$ cat config.mk
export PLATFORM = sky130hd
export DESIGN_NAME = router_1xn_flat
export DESIGN_NICKNAME = d
export VERILOG_FILES = /design/src/rtl/router_1xn_if.sv /design/src/rtl/router_1xn.sv /design/src/flat_wrapper.sv
export SDC_FILE = /design/constraint.sdc
export NUM_CORES = 1
export LEC_CHECK = 0
export BUFFER_PORTS_ARGS = -buffer_cell sky130_fd_sc_hd__buf_2
export CORE_MARGIN = 2
export CORE_UTILIZATION = 55
export DETAILED_ROUTE_END_ITERATION = 8
export PLACE_DENSITY_LB_ADDON = 0.08
export SETUP_SLACK_MARGIN = 0.02
export SLEW_MARGIN = 40
export SYNTH_ARGS = -nofsm -noshare
export SYNTH_HDL_FRONTEND = slang
export SYNTH_SLANG_ARGS = --single-unit
export TNS_END_PERCENT = 30
$ cat constraint.sdc
create_clock -name clock -period 3 [get_ports clock]
set_input_delay 0.15 -clock clock [delete_from_list [all_inputs] [get_ports clock]]
set_output_delay 0.15 -clock clock [all_outputs]
set_load 0.05 [all_outputs]
$ cat src/rtl/router_1xn_if.sv
// Packet-source and per-port read bundle for router_1xn.
// master drives the packet stream and read requests; slave is the router side.
interface router_1xn_if #(
  parameter int NUM_PORTS  = 3,
  parameter int DATA_WIDTH = 8
);
  logic                            pkt_valid;
  logic [DATA_WIDTH-1:0]           data_in;
  logic                            busy;
  logic                            err;
  logic                            bad_addr;
  logic [NUM_PORTS-1:0]            read_enb;
  logic [NUM_PORTS-1:0]            vld_out;
  logic [NUM_PORTS*DATA_WIDTH-1:0] data_out;

  modport master (
    output pkt_valid, data_in, read_enb,
    input  busy, err, bad_addr, vld_out, data_out
  );

  modport slave (
    input  pkt_valid, data_in, read_enb,
    output busy, err, bad_addr, vld_out, data_out
  );
endinterface

$ cat src/rtl/router_1xn.sv
// 1xN packet router: header decode FSM, per-port FIFOs with registered read
// data, parity/length checking and per-port unread-timeout flush.
module router_1xn #(
  parameter int NUM_PORTS  = 3,
  parameter int DATA_WIDTH = 8,
  parameter int FIFO_DEPTH = 16,
  parameter int TIMEOUT    = 30
) (
  input logic        clock,
  input logic        resetn,
  router_1xn_if.slave bus
);
  localparam int AW = $clog2(FIFO_DEPTH);
  localparam int TW = $clog2(TIMEOUT + 1);
  localparam int LW = DATA_WIDTH - 2;
  localparam int CW = DATA_WIDTH - 1;
  localparam logic [TW-1:0] TMAX = TW'(TIMEOUT - 1);

  typedef enum logic [1:0] {DECODE, LOAD, CHECK, DROP} state_t;

  state_t                  state;
  logic [1:0]              addr_q;
  logic [DATA_WIDTH-1:0]   xor_q;
  logic [LW-1:0]           len_q;
  logic [CW-1:0]           cnt_q;
  logic                    err_q;
  logic                    bad_addr_q;

  logic [AW:0]             wr_ptr [NUM_PORTS];
  logic [AW:0]             rd_ptr [NUM_PORTS];
  logic [TW-1:0]           tmr    [NUM_PORTS];
  logic [DATA_WIDTH-1:0]   mem    [NUM_PORTS][FIFO_DEPTH];
  logic [DATA_WIDTH-1:0]   dout   [NUM_PORTS];

  logic [NUM_PORTS-1:0]    empty, full, flush, we, re;
  logic [1:0]              hdr_addr;
  logic                    hdr_ok, hdr_empty, cur_full, cur_flush, busy;
  logic [NUM_PORTS*DATA_WIDTH-1:0] dout_flat;

  always_comb begin
    hdr_addr  = bus.data_in[1:0];
    hdr_ok    = int'(hdr_addr) < NUM_PORTS;
    hdr_empty = 1'b0;
    cur_full  = 1'b0;
    cur_flush = 1'b0;
    dout_flat = '0;
    for (int unsigned n = 0; n < NUM_PORTS; n++) begin
      empty[n] = wr_ptr[n] == rd_ptr[n];
      full[n]  = (wr_ptr[n][AW] != rd_ptr[n][AW]) &&
                 (wr_ptr[n][AW-1:0] == rd_ptr[n][AW-1:0]);
      flush[n] = !empty[n] && !bus.read_enb[n] && (tmr[n] == TMAX);
      re[n]    = bus.read_enb[n] && !empty[n];
      // Port index compared in a loop so an unused address never indexes out of range.
      if (hdr_addr == 2'(n)) hdr_empty = empty[n];
      if (addr_q == 2'(n)) begin
        cur_full  = full[n];
        cur_flush = flush[n];
      end
      dout_flat[n*DATA_WIDTH +: DATA_WIDTH] = dout[n];
    end

    case (state)
      DECODE:  busy = bus.pkt_valid && hdr_ok && !hdr_empty;
      LOAD:    busy = cur_full;
      CHECK:   busy = 1'b1;
      default: busy = 1'b0;
    endcase

    for (int unsigned n = 0; n < NUM_PORTS; n++) begin
      we[n] = !flush[n] &&
              ((state == DECODE && bus.pkt_valid && hdr_ok && hdr_empty && hdr_addr == 2'(n)) ||
               (state == LOAD && !cur_full && addr_q == 2'(n)));
    end
  end

  assign bus.busy     = busy;
  assign bus.err      = err_q;
  assign bus.bad_addr = bad_addr_q;
  assign bus.vld_out  = ~empty;
  assign bus.data_out = dout_flat;

  always_ff @(posedge clock or negedge resetn) begin
    if (!resetn) begin
      state      <= DECODE;
      addr_q     <= '0;
      xor_q      <= '0;
      len_q      <= '0;
      cnt_q      <= '0;
      err_q      <= 1'b0;
      bad_addr_q <= 1'b0;
    end else begin
      bad_addr_q <= 1'b0;
      case (state)
        DECODE: begin
          if (bus.pkt_valid) begin
            if (!hdr_ok) begin
              state      <= DROP;
              bad_addr_q <= 1'b1;
            end else if (hdr_empty) begin
              state  <= LOAD;
              addr_q <= hdr_addr;
              err_q  <= 1'b0;
              xor_q  <= bus.data_in;
              len_q  <= bus.data_in[DATA_WIDTH-1:2];
              cnt_q  <= '0;
            end
          end
        end
        LOAD: begin
          if (cur_flush) begin
            state <= DROP;
          end else if (!cur_full) begin
            xor_q <= xor_q ^ bus.data_in;
            if (bus.pkt_valid) begin
              if (cnt_q != '1) cnt_q <= cnt_q + 1'b1;
            end else begin
              state <= CHECK;
            end
          end
        end
        CHECK: begin
          // Parity byte is folded into xor_q, so a good packet leaves it zero.
          err_q <= (xor_q != '0) || (cnt_q != {1'b0, len_q});
          state <= DECODE;
        end
        default: begin
          if (!bus.pkt_valid) state <= DECODE;
        end
      endcase
    end
  end

  always_ff @(posedge clock or negedge resetn) begin
    if (!resetn) begin
      for (int unsigned n = 0; n < NUM_PORTS; n++) begin
        wr_ptr[n] <= '0;
        rd_ptr[n] <= '0;
        tmr[n]    <= '0;
        dout[n]   <= '0;
      end
    end else begin
      for (int unsigned n = 0; n < NUM_PORTS; n++) begin
        if (flush[n]) begin
          wr_ptr[n] <= '0;
          rd_ptr[n] <= '0;
        end else begin
          if (we[n]) wr_ptr[n] <= wr_ptr[n] + 1'b1;
          if (re[n]) rd_ptr[n] <= rd_ptr[n] + 1'b1;
        end
        if (re[n]) dout[n] <= mem[n][rd_ptr[n][AW-1:0]];
        if (!empty[n] && !bus.read_enb[n]) tmr[n] <= flush[n] ? '0 : tmr[n] + 1'b1;
        else                               tmr[n] <= '0;
      end
    end
  end

  always_ff @(posedge clock) begin
    for (int unsigned n = 0; n < NUM_PORTS; n++) begin
      if (we[n]) mem[n][wr_ptr[n][AW-1:0]] <= bus.data_in;
    end
  end
endmodule

$ cat src/flat_wrapper.sv
// flat-port wrapper written by rule: the top's interface ports become plain ports
module router_1xn_flat 
#(
  parameter int NUM_PORTS  = 3,
  parameter int DATA_WIDTH = 8,
  parameter int FIFO_DEPTH = 16,
  parameter int TIMEOUT    = 30
)
  (clock, resetn, bus_pkt_valid, bus_data_in, bus_read_enb, bus_busy, bus_err, bus_bad_addr, bus_vld_out, bus_data_out);
  router_1xn_if #(.NUM_PORTS(NUM_PORTS), .DATA_WIDTH(DATA_WIDTH)) bus_i ();
  input logic clock;
  input logic resetn;
  input wire logic [$bits(bus_i.pkt_valid)-1:0] bus_pkt_valid;
  input wire logic [$bits(bus_i.data_in)-1:0] bus_data_in;
  input wire logic [$bits(bus_i.read_enb)-1:0] bus_read_enb;
  output wire logic [$bits(bus_i.busy)-1:0] bus_busy;
  output wire logic [$bits(bus_i.err)-1:0] bus_err;
  output wire logic [$bits(bus_i.bad_addr)-1:0] bus_bad_addr;
  output wire logic [$bits(bus_i.vld_out)-1:0] bus_vld_out;
  output wire logic [$bits(bus_i.data_out)-1:0] bus_data_out;
  assign bus_i.pkt_valid = bus_pkt_valid;
  assign bus_i.data_in = bus_data_in;
  assign bus_i.read_enb = bus_read_enb;
  assign bus_busy = bus_i.busy;
  assign bus_err = bus_i.err;
  assign bus_bad_addr = bus_i.bad_addr;
  assign bus_vld_out = bus_i.vld_out;
  assign bus_data_out = bus_i.data_out;
  router_1xn #(.NUM_PORTS(NUM_PORTS), .DATA_WIDTH(DATA_WIDTH), .FIFO_DEPTH(FIFO_DEPTH), .TIMEOUT(TIMEOUT)) u_core (.clock(clock), .resetn(resetn), .bus(bus_i));
endmodule
[Word level (Yosys, flattened, before mapping)]
Memory sizes are Yosys's and may differ from the RTL's.
Index checks and enable logic that the tools add are counted.
Operators by class
  magnitude comparators: 10
  multipliers: 0
  add/subtract/negate cells: 10
  reductions and logical operators: 64
  multiplexer cells: 84
  divide/modulo/power cells: 0
  equality and inequality tests: 31
  shift operators: 0
  bitwise logic cells: 8
Operators with widths (number)
  $mux W128: 7
  $reduce_or A128 Y1: 2
  $mux W8: 14
  $bmux W8 S4: 3
  $demux W8 S4: 3
  $mux W5: 18
  $mux W7: 7
  $add A5 B1 Y5 const B: 9
  $ge A5 B5 Y1 const B: 6
  $logic_and A1 B1 Y1: 30
  $not A4 Y5: 6
  $mux W1: 18
  $mux W2: 9
  $pmux W8 S2: 1
  $reduce_bool A2 Y1: 8
  $eq A5 B5 Y1: 3
  $eq A5 B5 Y1 const B: 3
  $lt A5 B1 Y1 const B: 3
  $pmux W7 S2: 1
  $eq A4 B4 Y1: 3
  $logic_not A1 Y1: 11
  $ne A2 B2 Y1 const B: 5
  $reduce_and A4 Y1: 2
  $reduce_and A8 Y1: 1
  other kinds (21): 34
Storage, ports and cells
  bits in latches: 0
  input bits: 14
  memories: 1
  memory bits (writable): 384
  bits in read-only memories: 0
  register bits after elaboration: 96
  output and inout bits: 30
Memory list
  u_core.mem: depth 3, bits a word 128, rd ports 3, clocked after Yosys merged registers in 0, wr ports 1, RTL line router_1xn.sv:32  | logic [DATA_WIDTH-1:0] mem [NUM_PORTS][FIFO_DEPTH];

[Depth between registers and ports, before layout]
  depth in word-level cells: 15
  mapped depth: 10
  mapped depth without buffers: 9

[Least setup slack after synthesis]
No wires, ideal clock.
  path kind: flip-flop to flip-flop
  from: register u_core.rd_ptr[11] in the netlist's numbering
  to: memory u_core.mem[0][100] in the netlist's numbering, enable pin
  cell stages (with the launch flop): 9
  period minus slack after synthesis: 2895 ps
  data required time: 2617 ps
  arrival: 2511 ps
  path buffers: 1
  slack: 105 ps
  path through: dfrtp_1 > clkbuf_1 > xor2_1 > nor4_4 > a32oi_1 > a21oi_2 > nor2b_1 > nand2_1 > nor3_1
On the way
  longest elaborated chain between the ends: 15
RTL lines
  from (decl): RTL line router_1xn.sv:30  | logic [AW:0] rd_ptr [NUM_PORTS];
  from (signal, indexed assignment): RTL line router_1xn.sv:148  | if (re[n]) rd_ptr[n] <= rd_ptr[n] + 1'b1;
  $eq A4 B4 Y1: RTL line router_1xn.sv:50  | (wr_ptr[n][AW-1:0] == rd_ptr[n][AW-1:0]);
  $logic_and A1 B1 Y1: RTL line router_1xn.sv:49  | full[n] = (wr_ptr[n][AW] != rd_ptr[n][AW]) &&
  $mux W1 (3 in series): RTL line router_1xn.sv:55  | if (addr_q == 2'(n)) begin
  $logic_not A1 Y1: RTL line router_1xn.sv:72  | (state == LOAD && !cur_full && addr_q == 2'(n)));
  $logic_and A1 B1 Y1 (2 in series): RTL line router_1xn.sv:72
  $logic_or A1 B1 Y1: RTL line router_1xn.sv:71  | ((state == DECODE && bus.pkt_valid && hdr_ok && hdr_empty && hdr_addr == 2'(n)) ||
  $logic_and A1 B1 Y1: RTL line router_1xn.sv:70  | we[n] = !flush[n] &&
  $mux W1: RTL line router_1xn.sv:159  | if (we[n]) mem[n][wr_ptr[n][AW-1:0]] <= bus.data_in;
  $mux W128 (not written as such): RTL line router_1xn.sv:159
  $reduce_or A128 Y1 (no source line)
  $mux W2 (no source line) / $mux W128 (equally long branches) (2 in series)
  to (decl): RTL line router_1xn.sv:32
Several ways; a longest one is shown, not always the timed one.

[Worst setup path in the final report]
  from: register u_core.wr_ptr[11] in the netlist's numbering
  to: output port bus_busy
On the way
  longest elaborated chain between the ends: 7
RTL lines
  from (decl): RTL line router_1xn.sv:29  | logic [AW:0] wr_ptr [NUM_PORTS];
  from (signal, indexed assignment): RTL line router_1xn.sv:147  | if (we[n]) wr_ptr[n] <= wr_ptr[n] + 1'b1;
  $eq A5 B5 Y1: RTL line router_1xn.sv:48  | empty[n] = wr_ptr[n] == rd_ptr[n];
  $mux W1 (3 in series): RTL line router_1xn.sv:54  | if (hdr_addr == 2'(n)) hdr_empty = empty[n];
  $logic_not A1 Y1: RTL line router_1xn.sv:63  | DECODE: busy = bus.pkt_valid && hdr_ok && !hdr_empty;
  $logic_and A1 B1 Y1: RTL line router_1xn.sv:63
  $pmux W1 S3 *: RTL line router_1xn.sv:62  | case (state)
  to (decl): RTL line flat_wrapper.sv:16  | output wire logic [$bits(bus_i.busy)-1:0] bus_busy;
Every way passes the cells marked *; elsewhere a longest branch is shown, timed or not.

==> out/metrics.yaml <==
timing:
  fin_worst_skew_ns: 0.0224
  period_needed_ns: 2.76
  setup-tns-final_ns: 0
  worstMarginPinSlew_ns: 0.762
  slew_viol_final: 0
  setup_viol: 0
  hold_viol: 0
  rsz0062_at_grt: "true"
  period_share_pct: 92.0
  fmax_ghz: 0.362
  relSlewSlack_pct: 49.2
route:
  viasPerCell: 5.86
  vias: 10400
  drt_iter0_drc: 882
  first_pass_iters: 7
  wl_um: 41400
  drtAntennaViolNets: 0
  wl_per_cell_um: 23.4
  post-route-drc-count: 0
clock_tree:
  clockBufferDepth: 3
  cts_tree: "built"
  clk_pin_slew_ns: 0.06
  clock-sinks: 480
  cts_root_buf: "clkbuf_16"
  ctsHtreeMaxLevel: 2
  clk_latency_ns: 0.58
  numCtsBuffers: 49
min_path:
  hold_path_class: "in -> reg"
  hold_start: "bus_read_enb[1]"
  holdPathStages: 4
  hold_end: "u_core.tmr[5]"
synthesis:
  syn_inst: 1147
  ys.flop_type: "edfxtp_1"
  yosysTopAreaCellShare_pct: 58.5
  yosysMostFrequentCell: "edfxtp_1"
  ys_ff_latch: 480
  synth_edf_count: 384
  synthesis.area_um2: 19700
  synth.area.top_cells: "edfxtp_1 59%, mux4_2 14%, dfrtp_1 12%"
  yosysWarnings: 0
  async_reset_ff_share_pct: 20.0
  ys_types: 55
  syn_nets: 1183
  yosys-top-cells-count: "384 x edfxtp_1, 143 x nand2_1, 120 x mux4_2, 96 x dfrtp_1, 79 x nor2_1"
  yosysSeqAreaShare_pct: 70.7
  syn_area_per_cell_um2: 17.2
  post-synth-top-area-cell: "edfxtp_1"
final_layout:
  drive_above_1_share_pct: 25.0
  multi_input_area_um2: 5480
  register_area_um2: 13900
  diodes: 0
  area_growth_pct: 13.9
  finalNetCount: 1304
  fillers: 2525
  fin_area_um2: 22400
global_routing:
  grt_pass1_vias: 10600
  grt_max_degree: 55
  overflow: 0
  grt_pass1_wl_um: 64900
  track_usage_pct: 23.0
  antenna_found_initial: 0
place:
  placed_cell_area_um2: 20900
  port_buffers: 43
  gp_congestion: 0.869
  hpwl_um: 26000
power_and_ir_drop:
  p_leak_nw: 8.01
  pwr-share-comb_pct: 31.0
  power_frac_seq_pct: 40.4
  power_switching_w: 0.00661
  internal_power_w: 0.0138
  power.density_nw_per_um2: 911
  switching_share_pct: 32.3
  clockPowerShare_pct: 28.6
  ir_drop_mv: 0.587
flow_run:
  drv_cap: 0
setup_path:
  critPathLaunchType: "flop"
  reg2reg_depth: 8
  r2r-end: "u_core.mem[0][247]"
  r2r_start: "u_core.wr_ptr[2]"
  path_max_fanout: 7
  crit_arrival_ns: 2.61
  worst_ep_required_time_ns: 2.85
  path_class: "reg -> out"
  r2r_setup_slack_ns: 0.26
  cp-end-kind: "output port"
floorplan:
  die_height_um: 193
  top_level_ports: 44
  start_util_pct: 55.7
  coreArea_um2: 35400
  row_count: 69
  die_x_um: 193
  dieArea_um2: 37400
status:
  outcome: "finished clean"
-- worst max-delay path by stage --
stage	end	from	depth (start not counted)	slack, ns
6_report	bus_busy	u_core.wr_ptr[11]	9	0.24
5_1_grt	u_core.mem[0][242]	u_core.wr_ptr[2]	8	0.01
4_1_cts	u_core.mem[0][293]	u_core.wr_ptr[2]	7	0.1
3_5_place_dp	u_core.mem[0][291]	u_core.wr_ptr[2]	7	0.11
3_3_place_gp	u_core.mem[0][295]	u_core.wr_ptr[2]	7	0.19
2_1_floorplan	u_core.mem[0][100]	u_core.rd_ptr[11]	8	0.11
-- power by group through the flow --
stage | Sequential (W) | Clock, W | Combinational (W)
2_1_floorplan | 0.00885 | 0 | 0.00425
3_3_place_gp | 0.00837 | 0 | 0.00639
3_5_place_dp | 0.00839 | 0 | 0.00642
4_1_cts | 0.00826 | 0.00597 | 0.00645
5_1_grt | 0.00834 | 0.00622 | 0.00691
6_report | 0.00826 | 0.00584 | 0.00635
-- registers in the layout, indices dropped and copies added, names as in the netlist --
name,cells
u_core.bus.err,1
u_core.wr_ptr,15
u_core.bus.bad_addr,1
u_core.state,2
u_core.rd_ptr,15
u_core.addr_q,2
u_core.tmr,15
u_core.cnt_q,7
u_core.xor_q,8
u_core.mem,384
u_core.bus.data_out,24
u_core.len_q,6
-- final cells by class --
| class | count | share of cell area, % |
|---|---|---|
| tap | 461 | 2.57 |
| clock buffer | 69 | 5.98 |
| clock inverter | 22 | 0.864 |
| timing repair buffer | 124 | 3.78 |
| multi-input combinational | 596 | 24.4 |
| sequential | 480 | 62.1 |
| inverter | 17 | 0.284 |
-- metrics by stage --
stage / setup slack, ns / util (%) / power [W] / hold slack [ns] / instances
3_5_place_dp: 0.107 / 58.9 / 0.0148 / 0.223 / 1675
5_1_grt: 0.0147 / 63.4 / 0.0215 / 0.0326 / 1769
4_1_cts: 0.0964 / 63.3 / 0.0207 / 0.00175 / 1769
3_3_place_gp: 0.194 / 58.9 / 0.0148 / 0.217 / 1675
2_1_floorplan: 0.105 / - / 0.0131 / -0.146 / 1147
6_report: 0.239 / 63.4 / 0.0205 / 0.0120 / 1769
-- kinds of logic (layout without fill, tap and decap cells) --
family / count (synthesis) / count (layout) / synth area share [%]
compound gates: 69 / 69 / 2.32
xor+xnor: 52 / 52 / 2.31
fa+ha+maj: 22 / 22 / 1.40
buf+inv: 71 / 232 / 1.59
flops: 480 / 480 / 70.7
mux: 127 / 127 / 14.1
simple gates: 326 / 326 / 7.60
-- what timing repair did --
| item | CTS | global route |
|---|---|---|
| hold buffers | 3 | 0 |
| endpoints found under the hold margin | 47 | 0 |
| setup buffers | 0 | 0 |
| endpoints found under the setup margin | 0 | 77 |
| gates resized for setup | 0 | 11 |
-- routing by layer --
metal	up-vias	part of all wire (%)	track usage, %
li1	4669	-	-
met1	5365	44	34.1
met2	276	48	36.1
met3	58	5.1	3.56
met4	0	2.2	6.73
met5	-	0	0
-- layout by cell type, fill, tap and decap left out, types with 21 or more instances in the layout --
cell type,count
edfxtp_1,384
nand2_1,143
mux4_2,120
dfrtp_1,93
nor2_1,79
buf_4,79
clkbuf_16,50
buf_2,41
xor2_1,32
ha_1,22
nand4_1,21
-- critical path, cell delays in order (launching register included) --
cell and delay [ns]:
dfrtp_1 0.45, xor2_1 0.22, nor4_4 0.28, buf_4 0.21
nand2_4 0.10, o21ai_0 0.18, o22ai_1 0.12, a21oi_1 0.14
o21ai_0 0.10, buf_2 0.23
Power figures use the tool's default switching activity.
